`config.mk`:
```
export PLATFORM = sky130hd
export DESIGN_NAME = controle_entrada
export DESIGN_NICKNAME = d
export VERILOG_FILES = /design/src/rtl/controle_entrada.sv
export SDC_FILE = /design/constraint.sdc
export NUM_CORES = 1
export LEC_CHECK = 0
export ABC_CLOCK_PERIOD_IN_PS = 1310
export CORE_AREA = 2 2 67 69
export DETAILED_ROUTE_END_ITERATION = 10
export DIE_AREA = 0 0 69 71
export PLACE_DENSITY_LB_ADDON = 0.15
export SETUP_SLACK_MARGIN = 0.3
export SLEW_MARGIN = 20
export SYNTH_ARGS = -nofsm -noshare
export SYNTH_HDL_FRONTEND = slang
export SYNTH_SLANG_ARGS = --single-unit
export TNS_END_PERCENT = 20
```
`constraint.sdc`:
```
create_clock -name clock -period 1.31 [get_ports clock]
set_input_delay 0.262 -clock clock [delete_from_list [all_inputs] [get_ports clock]]
set_output_delay 0.262 -clock clock [all_outputs]
set_load 0.05 [all_outputs]
```
`src/rtl/controle_entrada.sv`:
```
`default_nettype none
// ============================================================================
// Module   : controle_entrada
// Purpose  : Input-instruction controller. Stalls the processor on request,
//            debounces one fresh button press and delivers the switch value.
// Revision : 1.0 - initial release
// ============================================================================
module controle_entrada #(
    parameter int DATA_WIDTH      = 16,
    parameter int DEBOUNCE_CYCLES = 4
) (
    input  logic                  clock,
    input  logic                  reset,
    input  logic                  botaoPlaca,
    input  logic [DATA_WIDTH-1:0] chaves,
    input  logic                  pedidoEntrada,
    output logic [DATA_WIDTH-1:0] dadoEntrada,
    output logic                  entradaPronta,
    output logic                  pausa,
    output logic                  aguardando
);

    localparam int                CONT_W   = $clog2(DEBOUNCE_CYCLES) + 1;
    localparam logic [CONT_W-1:0] CONT_MAX = CONT_W'(DEBOUNCE_CYCLES - 1);

    typedef enum logic [2:0] {
        OCIOSO  = 3'd0,
        SOLTAR  = 3'd1,
        ESPERA  = 3'd2,
        ENTREGA = 3'd3,
        FIM     = 3'd4
    } estado_t;

    estado_t               estado;
    logic                  s1;
    logic                  s2;
    logic [DATA_WIDTH-1:0] chaves_s1;
    logic [DATA_WIDTH-1:0] chaves_s2;
    logic                  estavel;
    logic                  estavel_d;
    logic                  evento;
    logic [CONT_W-1:0]     cont;

    // Switches share the button's synchronizer depth so the captured value
    // lines up with the press that selected it.
    always_ff @(posedge clock) begin
        if (reset) begin
            s1        <= 1'b0;
            s2        <= 1'b0;
            chaves_s1 <= '0;
            chaves_s2 <= '0;
            estavel   <= 1'b0;
            estavel_d <= 1'b0;
            evento    <= 1'b0;
            cont      <= '0;
        end else begin
            s1        <= botaoPlaca;
            s2        <= s1;
            chaves_s1 <= chaves;
            chaves_s2 <= chaves_s1;
            if (s2 == estavel) begin
                cont <= '0;
            end else if (cont == CONT_MAX) begin
                estavel <= s2;
                cont    <= '0;
            end else begin
                cont <= cont + CONT_W'(1);
            end
            estavel_d <= estavel;
            evento    <= estavel & ~estavel_d;
        end
    end

    always_ff @(posedge clock) begin
        if (reset) begin
            estado        <= OCIOSO;
            dadoEntrada   <= '0;
            entradaPronta <= 1'b0;
        end else begin
            entradaPronta <= 1'b0;
            case (estado)
                OCIOSO: begin
                    // A press already in progress at request time must be
                    // released first, so held buttons go through SOLTAR.
                    if (pedidoEntrada) begin
                        estado <= estavel ? SOLTAR : ESPERA;
                    end
                end
                SOLTAR: begin
                    if (!pedidoEntrada) begin
                        estado <= OCIOSO;
                    end else if (!estavel) begin
                        estado <= ESPERA;
                    end
                end
                ESPERA: begin
                    if (!pedidoEntrada) begin
                        estado <= OCIOSO;
                    end else if (evento) begin
                        dadoEntrada   <= chaves_s2;
                        entradaPronta <= 1'b1;
                        estado        <= ENTREGA;
                    end
                end
                ENTREGA: begin
                    estado <= FIM;
                end
                FIM: begin
                    if (!pedidoEntrada) begin
                        estado <= OCIOSO;
                    end
                end
                default: begin
                    estado <= OCIOSO;
                end
            endcase
        end
    end

    assign aguardando = (estado == SOLTAR) || (estado == ESPERA);
    assign pausa      = aguardando || ((estado == OCIOSO) && pedidoEntrada);

endmodule
`default_nettype wire

```
==> impl_metrics.csv, run 1 <==
group,metric,value,unit
synthesis,yosysSeqAreaShare,58.9,%
setup_path,crit_type,"reg -> out",
floorplanning,core_region_area,4200,um2
min_path,hold_path_class,"in -> reg",
cells_and_area,layout-drive-gt1-share,30.7,%
setup_path,critPathMaxFanout,6,
power_and_ir_drop,p_seq_share,54.3,%
run_status,violations,"setup timing",
placement,port-buffer-count,38,
run_status,status,"finished, violations left",
cts,clk_pin_slew,60,ps
placement,pre_cts_slack,-290,ps
synthesis,syn_area,2040,um2
detailed_routing,drt-wirelength-per-cell,11.4,um
cts,cts_buffers,9,
setup_path,r2r_cells,4,
placement,hpwl,2.16,mm
cells_and_area,nets,247,
setup_path,crit_arrival,1130,ps
grt,grt_overflow_total,0,
cells_and_area,fin_util,70.1,%
synthesis,ys_ff_latch,60,
detailed_routing,drtAntennaViolNets,0,
power_and_ir_drop,intPower,2770,uW
power_and_ir_drop,p_per_area,1180,nW/um2
cells_and_area,nFillCells,325,
cells_and_area,regArea,1230,um2
timing,clock_skew,6.40,ps
cells_and_area,mostFrequentLayoutCell,"dfxtp_1",
setup_path,startpoint_type,"register",
floorplanning,die_area,4900,um2
detailed_routing,first_pass_iters,4,
flow_run,cap_violations,0,
setup_path,crit_cells,3,
synthesis,syn_nets,202,
synthesis,ys_warn_count,0,
cells_and_area,syn_to_final_growth,44.4,%
timing,slew_headroom,84.3,%
power_and_ir_drop,peakVddDrop,1.16,mV
placement,place_inst,265,
timing,fin_crit_sh,106,%
detailed_routing,wl_met1,1.39,mm
grt,grt_pass1_vias,1294,
cells_and_area,diodes,0,
setup_path,worstPathCellList,"nor3_4, nor3b_4, buf_12",
setup_path,critPathMaxStageDelay,390,ps
synthesis,synth_top_area_share,58.9,%
cts,clock_latency,310,ps
timing,setup_slack,-83.0,ps
setup_path,cp_data_required_time,1050,ps
grt,grt_pass1_wl,5.80,mm
timing,setup_viol,2,
setup_path,rrSetupSlack,70,ps
timing,tightest_slew,235,ps
detailed_routing,route.detailed.drc,0,
floorplanning,die_y,71,um
power_and_ir_drop,p_leak,0.00112,uW
timing,rsz0062_at_grt,"yes",
power_and_ir_drop,p_clk_share,39.9,%
setup_path,cp.buffers_inverters,1,
floorplanning,initial_core_util,48.5,%
cts,ctsLongestPathBuffers,2,
grt,grt_max_degree,50,
cts,htree_levels,3,
detailed_routing,routed-wl-met2,1.61,mm
placement,gp_congestion,0.738,
power_and_ir_drop,p_sw_share,20.3,%
synthesis,synth_area_leaders,"dfxtp_1 59%, nor2b_1 11%, nand2b_1 10%",
cells_and_area,instances_no_fill,280,
setup_path,crit_family,"flip-flops",
setup_path,slowest_stage,"dfxtp_4",
detailed_routing,routed.top_layer,"met4",
detailed_routing,vias,1252,
timing,fmax,718,MHz
detailed_routing,wl_met3,157,um
cts,cts_sinks,60,
cts,ctsRootBufferMaster,"clkbuf_8",
min_path,holdPathStages,3,
detailed_routing,vias_per_cell,4.47,
detailed_routing,routed_wl,3.19,mm
detailed_routing,drt-initial-drc-count,61,
timing,layout_min_cycle_time,1390,ps
timing,drv_slew,0,
grt,antenna_found_initial,0,
synthesis,avgSynthCellArea,11.3,um2
synthesis,synth_top_area_cell,"dfxtp_1",
floorplanning,die_w,69,um
power_and_ir_drop,combPwrFrac,5.9,%
timing,finalHoldViolations,0,
cells_and_area,layout_common_cells,"39 x dfxtp_1, 36 x nor2b_1, 33 x nand2b_1, 21 x buf_12, 19 x dfxtp_2",
floorplanning,ioPinCount,39,
synthesis,synth_cell_types,22,
grt,grt.total_usage,15.3,%
power_and_ir_drop,power,3480,uW
cells_and_area,multi_input_area,847,um2
floorplanning,rows,24,
cts,cts_tree,"done",
power_and_ir_drop,power.switching,708,uW
setup_path,cp-end-kind,"output port",
synthesis,synthCells,180,
==> power by group through the flow <==
stage | Sequential (uW) | Clock, uW | Combinational (uW)
2_1_floorplan | 1930 | 0 | 108
3_3_place_gp | 1930 | 0 | 195
3_5_place_dp | 1930 | 0 | 201
4_1_cts | 1890 | 1420 | 204
5_1_grt | 1890 | 1540 | 222
6_report | 1890 | 1390 | 204
==> area by class of cell <==
cell class,instances,share of cell area [%]
sequential,60,41.8
multi-input combinational,109,28.8
timing repair buffer,43,21.3
clock buffer,12,5.31
tap,52,2.21
clock inverter,2,0.340
inverter,2,0.255
==> what timing repair did <==
action | CTS | global route
setup endpoints to repair | 41 | 42
hold buffers | 0 | 0
hold endpoints to repair | 0 | 0
gates resized for setup | 19 | 3
pin swaps | 10 | 7
setup buffers | 1 | 0
==> per-layer routing <==
metal  vias up  global-route usage (%)
met2        29                    24.4
met5         -                       0
met3         2                    7.83
met4         0                    6.54
met1       564                    17.5
li1        657                       -
==> final timing paths <==
check	startpoint	endpoint
worst max register to register	estado[2]	dadoEntrada[13]
worst min register to register	estavel_d	evento
worst min-delay path	reset	cont[1]
worst max-delay path	estado[0]	pausa
==> state kept, by name, indices dropped and copies added, names as in the netlist <==
name,cells
chaves_s2,16
s1,1
chaves_s1,16
estavel_d,1
dadoEntrada,16
estavel,1
s2,1
entradaPronta,1
estado,3
evento,1
cont,3
==> synth_stat cells <==
cell	instances
ha_1	2
buf_2	1
nand2_1	1
inv_1	2
nor2_1	7
mux2i_1	17
a31oi_1	1
clkbuf_1	7
xnor2_1	2
nand3b_4	1
dfxtp_1	60
or3_1	1
nand2b_2	1
buf_12	1
nor3b_1	1
nand2b_1	33
nor3_1	2
nor4bb_1	1
and3b_1	1
nor2b_1	36
nor2_8	1
a211oi_1	1
==> kinds of logic (layout without fill, tap and decap cells) <==
logic type	count (synthesis)	in the layout	synth area share (%)
fa+ha+maj	2	2	1.23
xor+xnor	2	2	0.859
flops	60	60	58.9
buf+inv	11	59	2.88
compound gates	2	2	0.675
simple gates	86	86	27.1
mux	17	17	8.34
==> through the flow <==
stage | hold slack [ps] | area, um2 | setup TNS [ps]
6_report | 303 | 2950 | -160
3_3_place_gp | 377 | 2740 | -3530
5_1_grt | 296 | 2950 | -294
2_1_floorplan | 367 | 2100 | 0
3_5_place_dp | 384 | 2740 | -4810
4_1_cts | 280 | 2940 | -200
==> worst register-to-register path, cell delays in order (launching register included) <==
cell	delay, ps
dfxtp_1	370
nand2b_2	260
nor2_8	130
buf_12	170
mux2i_1	220
Power figures use the tool's default switching activity.
==> run 2, diff against run 1 <==
Settings changed: CELL_PAD_IN_SITES_DETAIL_PLACEMENT set to 0, CELL_PAD_IN_SITES_GLOBAL_PLACEMENT set to 2, CORE_AREA 2 2 67 69 to 2 2 83 85, DIE_AREA 0 0 69 71 to 0 0 85 87.
==> run 2 against run 1 <==
  * The flow still finishes with violations (setup timing)
  * Combinational power up 6%
  * Register-to-register slack about the same
  * Setup slack worse by 37 ps
  * Design area up 6.1%
  * Via count up 3.8%
  * Sequential cell count unchanged
  * Global-route usage down 4.4 points
  * Non-clock buffer count up 11
  * Clock power about the same
  * Sequential power about the same
  * Critical path depth unchanged
  * Maximum frequency down 2.6%
  * Largest cell class unchanged
  * Highest routed layer unchanged
==> impl_metrics.csv, run 2 (synthesis gave the netlist of run 1 again) <==
group,metric,value,unit
run_status,status,"finished, violations left",
run_status,violations,"setup timing",
floorplanning,core_region_area,6570,um2
cells_and_area,syn_to_final_growth,53.3,%
cts,cts_sinks,60,
placement,port-buffer-count,38,
detailed_routing,first_pass_iters,4,
timing,slew_headroom,81.4,%
floorplanning,die_w,85,um
cells_and_area,largestRegisters,"chaves_s1 x16, chaves_s2 x16, dadoEntrada x16",
detailed_routing,drt-initial-drc-count,44,
setup_path,cp-end-kind,"output port",
cts,cts_buffers,9,
placement,gp_congestion,0.701,
setup_path,startpoint_type,"register",
timing,drv_slew,0,
cts,htree_levels,3,
power_and_ir_drop,p_leak,0.00119,uW
cells_and_area,layout_common_cells,"38 x dfxtp_1, 36 x nor2b_1, 33 x nand2b_1, 21 x buf_12, 19 x dfxtp_2",
min_path,hold_path_class,"in -> reg",
detailed_routing,route.detailed.drc,0,
detailed_routing,routed_wl,3.56,mm
timing,rsz0062_at_grt,"yes",
power_and_ir_drop,power,3510,uW
timing,setup_viol,2,
timing,tightest_slew,279,ps
cts,clk_pin_slew,60,ps
cts,ctsHoldBuffers,0,
setup_path,crit_type,"reg -> out",
cts,clock_latency,320,ps
floorplanning,rows,30,
setup_path,cp_data_required_time,1050,ps
cts,ctsRootBufferMaster,"clkbuf_8",
setup_path,crit_arrival,1170,ps
cts,ctsLongestPathBuffers,2,
cells_and_area,nFillCells,582,
cells_and_area,diodes,0,
cells_and_area,multi_input_area,865,um2
cells_and_area,regArea,1240,um2
timing,fin_crit_sh,109,%
timing,clock_skew,4.15,ps
cells_and_area,layout-drive-gt1-share,35.8,%
flow_run,cap_violations,0,
detailed_routing,vias,1300,
timing,fmax,699,MHz
detailed_routing,drtAntennaViolNets,0,
grt,antenna_found_initial,0,
power_and_ir_drop,p_per_area,1120,nW/um2
grt,grt_max_degree,25,
cells_and_area,nets,258,
timing,layout_min_cycle_time,1430,ps
floorplanning,ioPinCount,39,
power_and_ir_drop,peakVddDrop,0.619,mV
detailed_routing,vias_per_cell,4.06,
detailed_routing,drt-wirelength-per-cell,11.1,um
floorplanning,die_area,7400,um2
grt,grt.total_usage,10.9,%
cells_and_area,mostFrequentLayoutCell,"dfxtp_1",
floorplanning,initial_core_util,31.0,%
grt,grt_overflow_total,0,
floorplanning,die_y,87,um
grt,grt_pass1_vias,1373,
timing,tns,-211,ps
timing,finalHoldViolations,0,
setup_path,critPathMaxFanout,3,
placement,hpwl,2.37,mm
timing,hold_slack,297,ps
grt,grt_pass1_wl,6.13,mm
timing,setup_slack,-120,ps
cts,cts_tree,"done",
==> run 2: path summary, 6_finish.rpt <==
check	cells past startpoint	slack [ps]	start	endpoint
max	3	-120	estado[2]	pausa
min	2	300	reset	chaves_s1[11]
max reg2reg	5	60	estado[0]	dadoEntrada[4]
min reg2reg	1	390	estavel_d	evento
==> run 2: power by group <==
group          total (uW)  switching [uW]  internal, uW  leakage (uW)
sequential           1890            14.9          1870      0.000503
combinational         216            83.3           133      0.000599
clock                1410             632           774     0.0000893
==> run 2: layer usage <==
| layer | vias to the layer above | global-route usage, % | share of wire [%] |
|---|---|---|---|
| met1 | 581 | 12.4 | 45 |
| met4 | 0 | 8.23 | 2.6 |
| met2 | 28 | 17.3 | 47 |
| li1 | 682 | - | - |
| met5 | - | 0 | 0 |
| met3 | 9 | 3.41 | 5.3 |
==> run 2: cell type report <==
class,instances,share of cell area [%]
Clock buffer,13,5.08
Clock inverter,2,0.320
Inverter,2,0.240
Multi-Input combinational cell,109,27.7
Sequential cell,60,39.6
Tap cell,80,3.20
Timing Repair Buffer,54,23.9
==> run 2: worst max-delay path, cell delays in order (launching register included) <==
cell and delay [ps]:
dfxtp_2 330, buf_6 120, nor3b_4 230, buf_12 170
==> run 2: what timing repair did <==
action	CTS	global route
setup buffers	4	2
cloned	1	0
resized for setup	27	6
pin swaps	13	9
endpoints found under the setup margin	41	42
==> run 2: per-stage QoR <==
step / setup slack [ps] / utilization [%] / instance area, um2 / instances
2_1_floorplan: 129 / - / 2100 / 180
3_3_place_gp: -235 / 42.8 / 2810 / 298
4_1_cts: -155 / 47.0 / 3090 / 318
3_5_place_dp: -279 / 42.8 / 2810 / 298
5_1_grt: -184 / 47.6 / 3130 / 320
6_report: -120 / 47.6 / 3130 / 320
==> run 3, diff against run 2 <==
--- a/config.mk
+++ b/config.mk
@@ -12,4 +12,5 @@
 export DETAILED_ROUTE_END_ITERATION = 10
 export DIE_AREA = 0 0 85 87
+export GPL_TIMING_DRIVEN = 0
 export PLACE_DENSITY_LB_ADDON = 0.15
 export SETUP_SLACK_MARGIN = 0.3
==> constraint.sdc (replaced) <==
create_clock -name clock -period 1.31 [get_ports clock]
set_input_delay 0.262 -clock clock [delete_from_list [all_inputs] [get_ports clock]]
set_output_delay 0.262 -clock clock [all_outputs]
set_load 0.005 [all_outputs]
==> run 3 against run 2 <==
  * Clock power up 21%
  * Via count down 0.92%
  * Design area down 10%
  * Routed wire length up 3.9%
  * The run still ends with setup timing left
  * Highest routed layer unchanged
  * Largest cell class unchanged
  * Count of clock-buffer cells in the layout down 2
  * Sequential cell count unchanged
  * Worst hold slack worse by 61 ps
  * Power up 7.4%
  * Setup slack better by 79 ps
  * Critical path type unchanged
==> impl_metrics.csv, run 3 (synthesis gave the netlist of run 1 again) <==
group,metric,value,unit
run_status,status,"finished, violations left",
run_status,violations,"setup timing",
timing,setup_viol,2,
timing,tightest_slew,529,ps
setup_path,r2r_cells,5,
setup_path,crit_arrival,1090,ps
cells_and_area,nets,254,
placement,place_inst,297,
floorplanning,core_region_area,6570,um2
min_path,whs_endpoint,"estavel_d",
cells_and_area,layout_common_cells,"39 x dfxtp_1, 36 x nor2b_1, 33 x nand2b_1, 19 x dfxtp_2",
placement,hpwl,2.52,mm
cts,cts_tree,"done",
setup_path,r2r-start,"estado[1]",
detailed_routing,drt-initial-drc-count,20,
cells_and_area,layout-drive-gt1-share,31.2,%
placement,gp_congestion,0.702,
cts,htree_levels,3,
grt,grt_pass1_wl,6.20,mm
cts,ctsHoldBuffers,0,
floorplanning,die_w,85,um
setup_path,critPathMaxFanout,6,
floorplanning,ioPinCount,39,
grt,antenna_found_initial,0,
timing,fmax,740,MHz
detailed_routing,first_pass_iters,4,
detailed_routing,routed_wl,3.70,mm
timing,fin_crit_sh,103,%
setup_path,crit_type,"reg -> out",
detailed_routing,drtAntennaViolNets,0,
power_and_ir_drop,p_leak,0.00108,uW
setup_path,slowest_stage,"dfxtp_4",
cells_and_area,largestRegisters,"chaves_s1 x16, chaves_s2 x16, dadoEntrada x16",
power_and_ir_drop,p_per_area,1350,nW/um2
cells_and_area,finalInstanceArea,2800,um2
timing,layout_min_cycle_time,1350,ps
timing,hold_slack,236,ps
timing,setup_slack,-41.5,ps
detailed_routing,route.detailed.drc,0,
setup_path,timing.rr.end,"dadoEntrada[8]",
min_path,hold_path_class,"in -> reg",
setup_path,rrSetupSlack,60,ps
floorplanning,initial_core_util,31.0,%
detailed_routing,drt-wirelength-per-cell,11.7,um
grt,grt_overflow_total,0,
cells_and_area,syn_to_final_growth,37.3,%
cts,ctsLongestPathBuffers,2,
placement,placed_area,2550,um2
floorplanning,rows,30,
timing,drv_slew,0,
setup_path,crit_start,"estado[0]",
setup_path,startpoint_type,"register",
cells_and_area,mostFrequentLayoutCell,"dfxtp_1",
cts,cts_buffers,9,
placement,port-buffer-count,37,
cts,ctsRootBufferMaster,"clkbuf_8",
min_path,holdPathStages,2,
setup_path,worstPathCellList,"nor3_4, nor3b_2, buf_2",
setup_path,critPathMaxStageDelay,380,ps
detailed_routing,vias,1288,
cts,clock_latency,330,ps
floorplanning,die_y,87,um
placement,pre_cts_slack,-546,ps
cts,clk_pin_slew,70,ps
grt,grt.total_usage,11.2,%
setup_path,cp_data_required_time,1050,ps
timing,finalHoldViolations,0,
timing,rsz0062_at_grt,"yes",
cts,cts_sinks,60,
timing,clock_skew,8.76,ps
setup_path,cp-end-kind,"output port",
cells_and_area,instances_no_fill,317,
grt,grt_pass1_vias,1319,
cells_and_area,diodes,0,
timing,slew_headroom,64.7,%
floorplanning,die_area,7400,um2
cells_and_area,fin_util,42.6,%
flow_run,cap_violations,0,
detailed_routing,vias_per_cell,4.06,
min_path,hp-start,"reset",
grt,grt_max_degree,12,
power_and_ir_drop,peakVddDrop,0.614,mV
run 3: changes by cell type in the layout (fill, tap and decap cells not counted), moves of 2 or more:
cell / delta
clkinv_2: -2
buf_2: +13
buf_6: +3
buf_4: -6
clkbuf_1: +5
clkinvlp_4: +4
buf_12: -20
run 3: repair_timing:
| action | 4_1_cts | 5_1_grt |
|---|---|---|
| setup endpoints to repair | 38 | 41 |
| resized for setup | 100 | 11 |
| setup buffers | 1 | 3 |
| pin swaps | 10 | 9 |
run 3: cell type report:
class,instances,area (um2)
Buffer,9,51.3
Clock buffer,11,151
Clock inverter,5,60.1
Fill cell,640,3770
Inverter,2,7.51
Multi-Input combinational cell,109,848
Sequential cell,60,1230
Tap cell,80,100
Timing Repair Buffer,41,349
run 3: stage by stage:
step | total power [uW] | setup TNS, ps
final | 3770 | -53.9
after global routing | 3940 | -170
after CTS | 3830 | -70.9
after detailed placement | 2110 | -3590
after global placement | 2100 | -3200
after floorplan | 2020 | 0
run 3: power breakdown:
group | internal [uW] | switching (uW)
Clock | 981 | 724
Sequential | 1870 | 15.9
Combinational | 107 | 68.1
run 3: how the worst max path moves through the flow:
| stage | to | slack (ps) | cells after the start |
|---|---|---|---|
| 2_1_floorplan | cont[0] | 210 | 4 |
| 3_3_place_gp | pausa | -540 | 4 |
| 3_5_place_dp | pausa | -550 | 4 |
| 4_1_cts | pausa | -50 | 3 |
| 5_1_grt | pausa | -90 | 3 |
| 6_report | pausa | -40 | 3 |
run 3: layer usage:
metal,GRT usage (%),share of wire (%),wire length (um)
met5,0,0,0
met4,8.23,2.9,109
met3,3.41,4.8,178
met2,16.9,45,1670
met1,13.4,47,1740
run 3: critical path: cells and delay by family (launching register included):
kind,cells,cell delay [ps]
flip-flops,1,380
buffers and inverters,1,130
AND/OR/NAND/NOR,2,260
